File: config.mk
export PLATFORM = sky130hd
export DESIGN_NAME = player_ctrl
export DESIGN_NICKNAME = d
export VERILOG_FILES = /design/src/rtl/player_ctrl_pkg.sv /design/src/rtl/player_ctrl_frame_countdown.sv /design/src/rtl/player_ctrl.sv
export SDC_FILE = /design/constraint.sdc
export NUM_CORES = 1
export LEC_CHECK = 0
export ABC_AREA = 1
export BUFFER_PORTS_ARGS = -buffer_cell sky130_fd_sc_hd__buf_2
export CAP_MARGIN = 25
export CORE_MARGIN = 2
export CORE_UTILIZATION = 57
export DETAILED_ROUTE_END_ITERATION = 10
export PLACE_DENSITY = 0.76
export SYNTH_ARGS = -nofsm -noshare
export SYNTH_HDL_FRONTEND = slang
export SYNTH_HIERARCHICAL = 1
export SYNTH_SLANG_ARGS = --single-unit
File: constraint.sdc
create_clock -name clk -period 2.72 [get_ports clk]
set_clock_uncertainty 0.15 [all_clocks]
set_input_delay 0.136 -clock clk [delete_from_list [all_inputs] [get_ports clk]]
set_output_delay 0.136 -clock clk [all_outputs]
set_load 0.01 [all_outputs]
File: src/rtl/player_ctrl_pkg.sv
// rtl/player_ctrl_pkg.sv - shared types, widths and helpers for the player sequencer
package player_ctrl_pkg;

    typedef enum logic [2:0] {
        IDLE,
        ALIVE,
        INVULN,
        EXPLODE,
        GAME_OVER
    } state_t;

    localparam int LIVES_W     = 3;
    localparam int FRAME_CNT_W = 8;

    function automatic logic rise_edge(input logic cur, input logic prev);
        return cur & ~prev;
    endfunction

endpackage

File: src/rtl/player_ctrl_frame_countdown.sv
// rtl/player_ctrl_frame_countdown.sv - loadable per-frame down-counter saturating at zero
module frame_countdown #(
    parameter int W = 8
) (
    input  logic         clk,
    input  logic         resetN,
    input  logic         tick,
    input  logic         load,
    input  logic [W-1:0] load_val,
    output logic         zero
);

    logic [W-1:0] count;

    // A load wins over a coincident tick so a freshly armed timer starts full.
    always_ff @(posedge clk or negedge resetN) begin
        if (!resetN) begin
            count <= '0;
        end else if (load) begin
            count <= load_val;
        end else if (tick && (count != '0)) begin
            count <= count - 1'b1;
        end
    end

    assign zero = (count == '0);

endmodule

File: src/rtl/player_ctrl.sv
// rtl/player_ctrl.sv - lives, explosion/respawn/invulnerability sequencing, movement gating and fire rate limit
module player_ctrl
    import player_ctrl_pkg::*;
#(
    parameter int INIT_LIVES     = 3,
    parameter int EXPLODE_FRAMES = 30,
    parameter int INVULN_FRAMES  = 60,
    parameter int BLINK_FRAMES   = 4,
    parameter int FIRE_COOLDOWN  = 15,
    parameter int LEFT_LIMIT     = 0,
    parameter int RIGHT_LIMIT    = 607
) (
    input  logic               clk,
    input  logic               resetN,
    input  logic               startOfFrame,
    input  logic               startGame,
    input  logic               hitDetected,
    input  logic               keyRight,
    input  logic               keyLeft,
    input  logic               keyFire,
    input  logic [10:0]        playerX,
    output logic               right,
    output logic               left,
    output logic               plrHit,
    output logic               playerVisible,
    output logic               fireReq,
    output logic [LIVES_W-1:0] lives,
    output logic               exploding,
    output logic               gameOver
);

    state_t               state, state_n;
    logic [LIVES_W-1:0]   lives_n;
    logic                 fire_prev;
    logic                 fire_edge;
    logic                 right_n, left_n, plr_hit_n, vis_n, fire_n;
    logic                 moving_state;

    logic                 timer_load, timer_zero;
    logic [FRAME_CNT_W-1:0] timer_val;
    logic                 blink_load, blink_zero;
    logic                 cool_load, cool_zero;
    logic [FRAME_CNT_W-1:0] cool_val;

    assign fire_edge = rise_edge(keyFire, fire_prev);

    frame_countdown #(.W(FRAME_CNT_W)) u_state_timer (
        .clk      (clk),
        .resetN   (resetN),
        .tick     (startOfFrame),
        .load     (timer_load),
        .load_val (timer_val),
        .zero     (timer_zero)
    );

    frame_countdown #(.W(FRAME_CNT_W)) u_blink_timer (
        .clk      (clk),
        .resetN   (resetN),
        .tick     (startOfFrame),
        .load     (blink_load),
        .load_val (FRAME_CNT_W'(BLINK_FRAMES)),
        .zero     (blink_zero)
    );

    frame_countdown #(.W(FRAME_CNT_W)) u_fire_cooldown (
        .clk      (clk),
        .resetN   (resetN),
        .tick     (startOfFrame),
        .load     (cool_load),
        .load_val (cool_val),
        .zero     (cool_zero)
    );

    always_comb begin
        state_n    = state;
        lives_n    = lives;
        plr_hit_n  = 1'b0;
        fire_n     = 1'b0;
        timer_load = 1'b0;
        timer_val  = '0;
        cool_load  = 1'b0;
        cool_val   = '0;

        case (state)
            IDLE, GAME_OVER: begin
                if (startGame) begin
                    state_n   = ALIVE;
                    lives_n   = LIVES_W'(INIT_LIVES);
                    plr_hit_n = 1'b1;
                    cool_load = 1'b1;
                end
            end
            ALIVE: begin
                if (hitDetected && (lives != '0)) begin
                    state_n    = EXPLODE;
                    lives_n    = lives - 1'b1;
                    timer_load = 1'b1;
                    timer_val  = FRAME_CNT_W'(EXPLODE_FRAMES);
                end
            end
            INVULN: begin
                if (timer_zero) begin
                    state_n = ALIVE;
                end
            end
            EXPLODE: begin
                if (timer_zero) begin
                    if (lives != '0) begin
                        state_n    = INVULN;
                        plr_hit_n  = 1'b1;
                        timer_load = 1'b1;
                        timer_val  = FRAME_CNT_W'(INVULN_FRAMES);
                    end else begin
                        state_n = GAME_OVER;
                    end
                end
            end
            default: state_n = IDLE;
        endcase

        // A hit taken this cycle suppresses any shot, so only non-exploding successors may fire.
        if (((state == ALIVE) || (state == INVULN)) && (state_n != EXPLODE)
            && fire_edge && cool_zero) begin
            fire_n    = 1'b1;
            cool_load = 1'b1;
            cool_val  = FRAME_CNT_W'(FIRE_COOLDOWN);
        end
    end

    assign moving_state = (state_n == ALIVE) || (state_n == INVULN);
    assign blink_load   = (state_n == INVULN) && ((state != INVULN) || blink_zero);

    always_comb begin
        right_n = moving_state & keyRight & ~keyLeft & (playerX < 11'(RIGHT_LIMIT));
        left_n  = moving_state & keyLeft & ~keyRight & (playerX > 11'(LEFT_LIMIT));
        vis_n   = 1'b0;
        case (state_n)
            ALIVE, EXPLODE: vis_n = 1'b1;
            INVULN: begin
                if (state != INVULN) begin
                    vis_n = 1'b1;
                end else if (blink_zero) begin
                    vis_n = ~playerVisible;
                end else begin
                    vis_n = playerVisible;
                end
            end
            default: vis_n = 1'b0;
        endcase
    end

    // plrHit must come straight from a flop: downstream uses it as an asynchronous reset.
    always_ff @(posedge clk or negedge resetN) begin
        if (!resetN) begin
            state         <= IDLE;
            lives         <= '0;
            fire_prev     <= 1'b0;
            right         <= 1'b0;
            left          <= 1'b0;
            plrHit        <= 1'b0;
            playerVisible <= 1'b0;
            fireReq       <= 1'b0;
            exploding     <= 1'b0;
            gameOver      <= 1'b0;
        end else begin
            state         <= state_n;
            lives         <= lives_n;
            fire_prev     <= keyFire;
            right         <= right_n;
            left          <= left_n;
            plrHit        <= plr_hit_n;
            playerVisible <= vis_n;
            fireReq       <= fire_n;
            exploding     <= (state_n == EXPLODE);
            gameOver      <= (state_n == GAME_OVER);
        end
    end

endmodule

# Yosys cells after proc, flatten, opt, wreduce, memory -nomap -nowiden
# Cells that the tools add are included.
# op_classes
muxes	32
n_eq_ne	13
n_reduce_logical	26
order_cmp	2
addsub	4
n_bitwise	11
# op_table
cell	count
$mux W8	6
$logic_not A8 Y1	3
$reduce_bool A8 Y1	3
$sub A8 B1 Y8 const B	3
$mux W3	7
$eq A3 B2 Y1 const B	4
$mux W6	2
$pmux W3 S4	1
$pmux W6 S2	1
$gt A11 B1 Y1 const B	1
$lt A11 B10 Y1 const B	1
$mux W1	9
$ne A3 B2 Y1 const B	3
$logic_and A1 B1 Y1	8
$reduce_bool A2 Y1	4
$and A1 B1 Y1	7
$eq A3 B1 Y1 const B	2
$eq A3 B3 Y1 const B	2
$pmux W1 S2	3
$pmux W3 S2	1
$mux W5	1
$mux W4	1
$ne A2 B2 Y1 const B	2
$not A1 Y1	4
6 further kinds	9
# totals
register_bits	38

# Depth between registers and ports, before layout
# Gate-level depths: netlist of the first run.
# logic_depth
ltp_word	10
mapped_depth	15

# Cells and area by module
# The synthesis of the first run kept the hierarchy.
# by_module_without_submodules
mod	area_each_um2	cells_per_inst	instances
frame_countdown	596.8	93	3
player_ctrl	792.0	101	1

# Worst setup path after synthesis of the first run
# Ideal clock, no wire load.
# synth_timing
kind	register to register
from	register u_state_timer.count[0]
to	register u_blink_timer.count[0]
n_path_buf	1
arrival_time_ps	2153
setup_slack_ps	292
synth_period_minus_slack_ps	2428
setup_ps	125
path_stages_with_launch	15
path_cell_list	dfrtp_1 -> inv_1 -> ha_1 -> nand2_1 -> nor2_1 -> inv_1 -> nand2_1 -> nand2_1 -> nor2_2 -> nand2_2 -> nor2_1 -> clkbuf_1 -> o21ai_0 -> nand2_1 -> o21ai_1
# synth_between
elab_chain_cells	6
word_cells_on_any_way	8
cone_classes	1 x eq/ne; 4 x mux; 3 x reduce/logical
# synth_lines
element	line	source
start: declaration	player_ctrl_frame_countdown.sv:13	logic [W-1:0] count;
start signal: assignment	player_ctrl_frame_countdown.sv:20	count <= load_val;
start signal: assignment	player_ctrl_frame_countdown.sv:22	count <= count - 1'b1;
$logic_not A8 Y1 (*)	player_ctrl_frame_countdown.sv:26	assign zero = (count == '0);
net timer_zero	player_ctrl.sv:39	logic timer_load, timer_zero;
$mux W3 (on tied branches)	player_ctrl.sv:107, player_ctrl.sv:102	
$pmux W3 S4 (*)	player_ctrl.sv:84	case (state)
$eq A3 B2 Y1 (*)	player_ctrl.sv:131	assign blink_load = (state_n == INVULN) && ((state != INVULN) || blink_zero);
$logic_and A1 B1 Y1 (*)	player_ctrl.sv:131	
net blink_load	player_ctrl.sv:41	logic blink_load, blink_zero;
$mux W8 or $reduce_bool A2 Y1 (tied branches)	-	
end signal: assignment	player_ctrl_frame_countdown.sv:20	
end signal: assignment	player_ctrl_frame_countdown.sv:22	
end: declaration	player_ctrl_frame_countdown.sv:13	
# Mark *: on every way through the listed nets, which the timed path passes. The rest lies on a longest branch.
# A chain may end at the register's enable or synchronous reset.

# Worst setup path in the final report of the first run
# layout_timing
from	register u_state_timer.count[0]
to	register u_blink_timer.count[3]
# Same word-level chain as after synthesis.

==> metrics.cfg, run 1 <==
[critical_path]
cp_slowest_cell = dfrtp_1
cp.arrival_ns = 2.38
end_kind = flop
r2r_slack_ns = 0.37
reg2reg_to = u_blink_timer/count[3]
r2r_start = u_state_timer/count[0]
critPathKind = reg2reg
critPathLaunchType = flop
reg2reg_depth = 15
path_max_fanout = 8
critPathRequiredTime_ns = 2.75
path_common_cell = nand2_1
path_cells = inv_1 > ha_1 > nand2_1 > nor2_1 > inv_1 > nand2_1 > nand2_1 > nor2_2 > nand2_2 > nor2_1 > inv_2 > nand2_4 > clkinv_2 > nand2_1 > nand2_1
cpPeakStageDelay_ns = 0.37

[cts]
cts-buffers-inserted = 5
htreeDepth = 2
clkLatencyLatePin_ns = 0.29
cts.clk_slew.worst_paths_ns = 0.08
clockBufferDepth = 2
clock-sinks = 38
root_buffer = clkbuf_8
postCtsSetupRepairBufs = 0
tritoncts = built

[logic_synthesis]
netlist_area_um2 = 2580
yosysSeqAreaShare = 0.368
ys_types = 26
synth_ff_type = dfrtp_1
syn_inst = 380
postSynthAreaPerCell_um2 = 6.80
synth-edff-count = 0
synth-seq-cells = 38
ys_warn_count = 6
async_flop_share = 1.00

[power]
ir_worst_vdd_mv = 0.599
power_density_nw_per_um2 = 1090
leakagePower_nw = 1.62

[cells_and_area]
n_antenna_cell = 0
multi_input_area_um2 = 1480
area_growth_pct = 16.1
fin_nets = 463
layout.cells.most_common = nand2_1
fill_cells = 394
instances_no_fill = 488
final_cell_mix = nand2_1, nand3_1, nor2_1, inv_1, dfrtp_1
seqCellArea_um2 = 951
drive_gt1_frac = 0.165

[die]
rows = 24
die-area_um2 = 5090
die_x_um = 71.3
core_area_um2 = 4350
die_y_um = 71.3
ios = 29
initial_core_util = 0.593

[placed_design]
port_buffers = 28
gp_congestion = 0.877
dp_slack_ns = 0.328
dp.cells = 475
dpl.hpwl_um = 3860

[timing]
layout_setup_ws_ns = 0.370
relSlewSlack = 0.447
rsz0062_at_grt = no
hold_viol_final = 0
period_share = 0.864
tightestPinTransition_ns = 0.829
finalCriticalPeriod_ns = 2.35
max_freq_mhz = 426
setup_viol = 0
drv_slew = 0
tns_ns = 0

[global_route]
antenna_found_initial = 0
track_usage = 0.224
grt_pass1_vias = 2196
grt_remaining_overflow = 0
grt_pass1_wl_um = 9180
grt_max_degree = 39

[detailed_routing]
first_pass_iters = 4
wl_per_cell_um = 10.9
vias_per_cell = 4.95
drc_errors = 0
drtAntennaViolNets = 0
wl_um = 5310
num_vias = 2416
drt_iter0_drc = 179

[min_path]
hold_path_end = left
min_from = keyLeft
holdPathStages = 5
holdCritPathClass = in2reg

[status]
status = finished, final reports clean

[run]
maxCapViolCount = 0

## how the worst max path moves through the flow
| stage | start | end | slack, ns | cells after the start |
|---|---|---|---|---|
| 6_report | u_state_timer/count[0] | u_blink_timer/count[3] | 0.37 | 15 |
| 5_1_grt | u_state_timer/count[0] | u_blink_timer/count[2] | 0.06 | 15 |
| 4_1_cts | u_state_timer/count[0] | u_blink_timer/count[3] | 0.31 | 15 |
| 3_5_place_dp | u_state_timer/count[0] | u_blink_timer/count[3] | 0.33 | 15 |
| 3_3_place_gp | u_state_timer/count[0] | u_blink_timer/count[4] | 0.40 | 15 |
| 2_1_floorplan | u_state_timer/count[0] | u_blink_timer/count[0] | 0.29 | 14 |
## power by group
group / internal [mW] / switching, mW / total (mW)
combinational: 0.680 / 1.19 / 1.87
sequential: 0.800 / 0.223 / 1.02
clock: 0.177 / 0.186 / 0.362
## flip-flops by register name (all words and copies together) (netlist names), 3 cells and up
name,cells
state,3
lives,3
u_fire_cooldown/count,8
u_blink_timer/count,8
u_state_timer/count,8
## cells in the mapped netlist, drive strengths merged (3+ instances only)
cell type  number  share of area
a21oi           5         0.0097
clkbuf          3         0.0044
clkinv          3         0.0058
dfrtp          38           0.37
ha              8          0.039
inv            46          0.067
nand2         138           0.22
nand3          46           0.10
nand4           8          0.019
nor2           50          0.080
o21ai          24          0.061
xnor2           3          0.010
## worst max-delay path: cells and delay by family, from the launching register on
kind,cells,cell delay [ns]
simple gates,10,1.08
buf+inv,4,0.46
flops,1,0.37
fa+ha+maj,1,0.18
## metal layers
| layer | global-route usage | part of all wire | vias to the layer above |
|---|---|---|---|
| met3 | 0.0478 | 0.046 | 6 |
| met1 | 0.288 | 0.47 | 1059 |
| met2 | 0.371 | 0.47 | 48 |
| met4 | 0.0839 | 0.013 | 0 |
| li1 | - | - | 1303 |
| met5 | 0 | 0 | - |
## through the flow
| stage | total power, mW | cell area [um2] | hold slack (ns) | util |
|---|---|---|---|---|
| 2_1_floorplan | 2.45 | 2630 | -0.310 | - |
| 3_3_place_gp | 2.84 | 2860 | 0.126 | 0.657 |
| 3_5_place_dp | 2.88 | 2860 | 0.126 | 0.657 |
| 4_1_cts | 3.27 | 3000 | 0.00904 | 0.689 |
| 5_1_grt | 3.64 | 3000 | 0.0730 | 0.689 |
| 6_report | 3.26 | 3000 | 0.0191 | 0.689 |
## layout make-up
class                      instances  share of cell area
tap                               52              0.0217
multi-input combinational        303               0.494
timing repair buffer              39              0.0793
inverter                          49              0.0626
clock buffer                       7              0.0254
sequential                        38               0.317
## repair_timing
| item | in CTS | in global routing |
|---|---|---|
| hold buffers | 6 | 0 |
| resized for setup | 0 | 1 |
| setup endpoints to repair | 0 | 1 |
| endpoints found under the hold margin | 42 | 0 |
## kinds of logic after synthesis
| group | after synthesis | share of synthesized area |
|---|---|---|
| simple gates | 245 | 0.422 |
| flops | 38 | 0.368 |
| other cells | 2 | 0.00291 |
| xor+xnor | 3 | 0.0102 |
| fa+ha+maj | 8 | 0.0388 |
| compound gates | 32 | 0.0804 |
| buf+inv | 52 | 0.0770 |
Note: power is estimated with default switching activity, not from simulation.
==> run 2: changes to the inputs <==
ABC_AREA = not set   (was 1)
TNS_END_PERCENT = 20   (was not set)
==> metrics.cfg, run 2 <==
[power]
leakagePower_nw = 1.45
power_mw = 3.13
ir_worst_vdd_mv = 0.602
power_density_nw_per_um2 = 965

[logic_synthesis]
synth_compound_area_frac = 0.236
synthTopCellsByCount = dfrtp_1, nor2_1, nor3_1
postSynthAreaPerCell_um2 = 9.46
synth_simple_gate_area_frac = 0.268
synth_top_family_by_area = simple AND/OR/NAND/NOR gates
synthMuxAreaShare = 0.00417
synth-edff-count = 0
async_flop_share = 1.00
ys_types = 53
synth-adder-area-share = 0.0417
synth.top_cell.area_share = 0.396
yosysSeqAreaShare = 0.396
synth_area_leader_cell = dfrtp_1
ys_warn_count = 6
synthTopCellsByArea = dfrtp_1, ha_1, nor3_1, nor3b_1, or4_1
syn_inst = 254
synthXorXnorAreaFrac = 0.00729
netlist_area_um2 = 2400
yosys.cell_count.top_type = dfrtp_1
synth_ff_type = dfrtp_1
synth-seq-cells = 38

[cells_and_area]
fill_cells = 277
area_growth_pct = 35.0
fin_nets = 376
drive_gt1_frac = 0.331
layout.cells.most_common = buf_4
n_antenna_cell = 0
utilization = 0.805
final_cell_mix = buf_4, dfrtp_1, buf_2, nor2_1, conb_1
largestRegisters = u_blink_timer/count (8), u_fire_cooldown/count (8), u_state_timer/count (8)

[detailed_routing]
drt_iter0_drc = 165
vias_per_cell = 5.93
num_vias = 2370
drc_errors = 0
first_pass_iters = 4
wl_per_cell_um = 16.1
drtAntennaViolNets = 0
wl_um = 6440

[min_path]
holdCritPathClass = in2reg

[timing]
period_share = 1.07
max_freq_mhz = 345
relSlewSlack = 0.423
drv_slew = 0
layout_setup_ws_ns = -0.181
hold_viol_final = 0
rsz0062_at_grt = yes
setup_viol = 11
tightestPinTransition_ns = 0.865
finalCriticalPeriod_ns = 2.90

[critical_path]
critPathRequiredTime_ns = 2.78
end_kind = flop
critPathKind = reg2reg
critPathLaunchType = flop
path_max_fanout = 3
cp.arrival_ns = 2.96

[global_route]
grt_remaining_overflow = 0
grt_pass1_wl_um = 9880
grt_pass1_vias = 2259
grt_max_degree = 39
track_usage = 0.280
antenna_found_initial = 0

[cts]
clockBufferDepth = 2
root_buffer = clkbuf_8
clkLatencyLatePin_ns = 0.29
cts.clk_slew.worst_paths_ns = 0.08
htreeDepth = 2
cts-buffers-inserted = 5
tritoncts = built
clock-sinks = 38

[placed_design]
gp_congestion = 0.839
port_buffers = 28
dpl.hpwl_um = 4210

[die]
die_x_um = 68.9
rows = 23
ios = 29
die-area_um2 = 4750
core_area_um2 = 4030
die_y_um = 68.9
initial_core_util = 0.596

[status]
violations = setup timing
status = finished, violations left

[run]
maxCapViolCount = 0

[run 2: changes by cell type after synthesis, moves of 6 or more]
cell,previous run,this run
nor2_1,42,17
nand2_2,7,0
nor3b_1,0,10
a31oi_1,0,6
nor2_2,8,0
a221o_1,0,6
a21oi_1,5,13
nor3_1,1,16
nand2_1,128,11
nand3_1,42,7
or4_1,0,9
inv_1,42,10
[run 2: what timing repair did]
item                                    in CTS  in global routing
setup buffers                                6                  4
gates resized for setup                      9                  9
pin swaps                                    7                  4
hold endpoints to repair                    41                  0
hold buffers                                 5                  0
endpoints found under the setup margin      14                 18
[run 2: path summary, 6_finish.rpt]
check                                       start                      to  slack [ns]  cells past startpoint
setup / recovery           u_state_timer/count[0]  u_blink_timer/count[3]       -0.18                     13
hold / removal                            keyLeft                   right        0.03                      3
min in group asynchronous                  resetN  u_state_timer/count[2]        0.34                      2
setup reg to reg           u_state_timer/count[0]  u_blink_timer/count[3]       -0.18                     13
max in group asynchronous                  resetN  u_blink_timer/count[1]        1.53                      2
hold reg to reg                          lives[0]                lives[0]        0.35                      1
[run 2: area by class of cell]
type	instances	area, um2	area share
well taps	50	62.6	0.0193
clock inverters	1	30.0	0.00926
flip-flops and latches	38	951	0.293
clock buffers	7	76.3	0.0235
inverters	14	57.6	0.0177
multi-input cells	206	1470	0.453
repair buffers	84	596	0.184
[run 2: worst max-delay path, cell delays in order (launching register included)]
cell and delay, ns:
dfrtp_1 0.39, inv_2 0.09, ha_4 0.13, or3b_4 0.39, nor2_4 0.13, buf_4 0.13, a21oi_1 0.07, o31a_4 0.35
inv_2 0.06, buf_4 0.11, nor3_2 0.04, buf_4 0.15, or4_1 0.48, o221ai_1 0.16
[run 2: metal layers]
metal  global-route usage  share of wire
met1                0.326           0.42
met2                0.502           0.53
met4                0.113          0.016
met3               0.0536          0.038
met5                    0              0
[run 2: where the power goes]
group / internal, mW / switching, mW / total, mW
Clock: 0.275 / 0.202 / 0.476
Combinational: 0.849 / 0.832 / 1.68
Sequential: 0.781 / 0.190 / 0.972
[run 2: kinds of logic after synthesis]
| group | count (synthesis) |
|---|---|
| muxes | 1 |
| buffers and inverters | 23 |
| DFF | 38 |
| AOI/OAI and AO/OA | 72 |
| and+or+nand+nor | 108 |
| other | 2 |
| adders and majority gates | 8 |
| xor gates and xnor gates | 2 |
[run 2: through the flow]
step / setup TNS, ns / instance area (um2) / hold WS, ns / worst slack [ns] / instances
after floorplan: -1.29 / 2480 / -0.310 / -0.226 / 267
after global placement: -1.01 / 2930 / 0.120 / -0.173 / 377
after detailed placement: -1.65 / 2930 / 0.119 / -0.228 / 377
after CTS: -1.07 / 3170 / 0.00746 / -0.155 / 396
after global routing: -3.01 / 3240 / 0.0273 / -0.298 / 400
final: -1.09 / 3240 / 0.0260 / -0.181 / 400
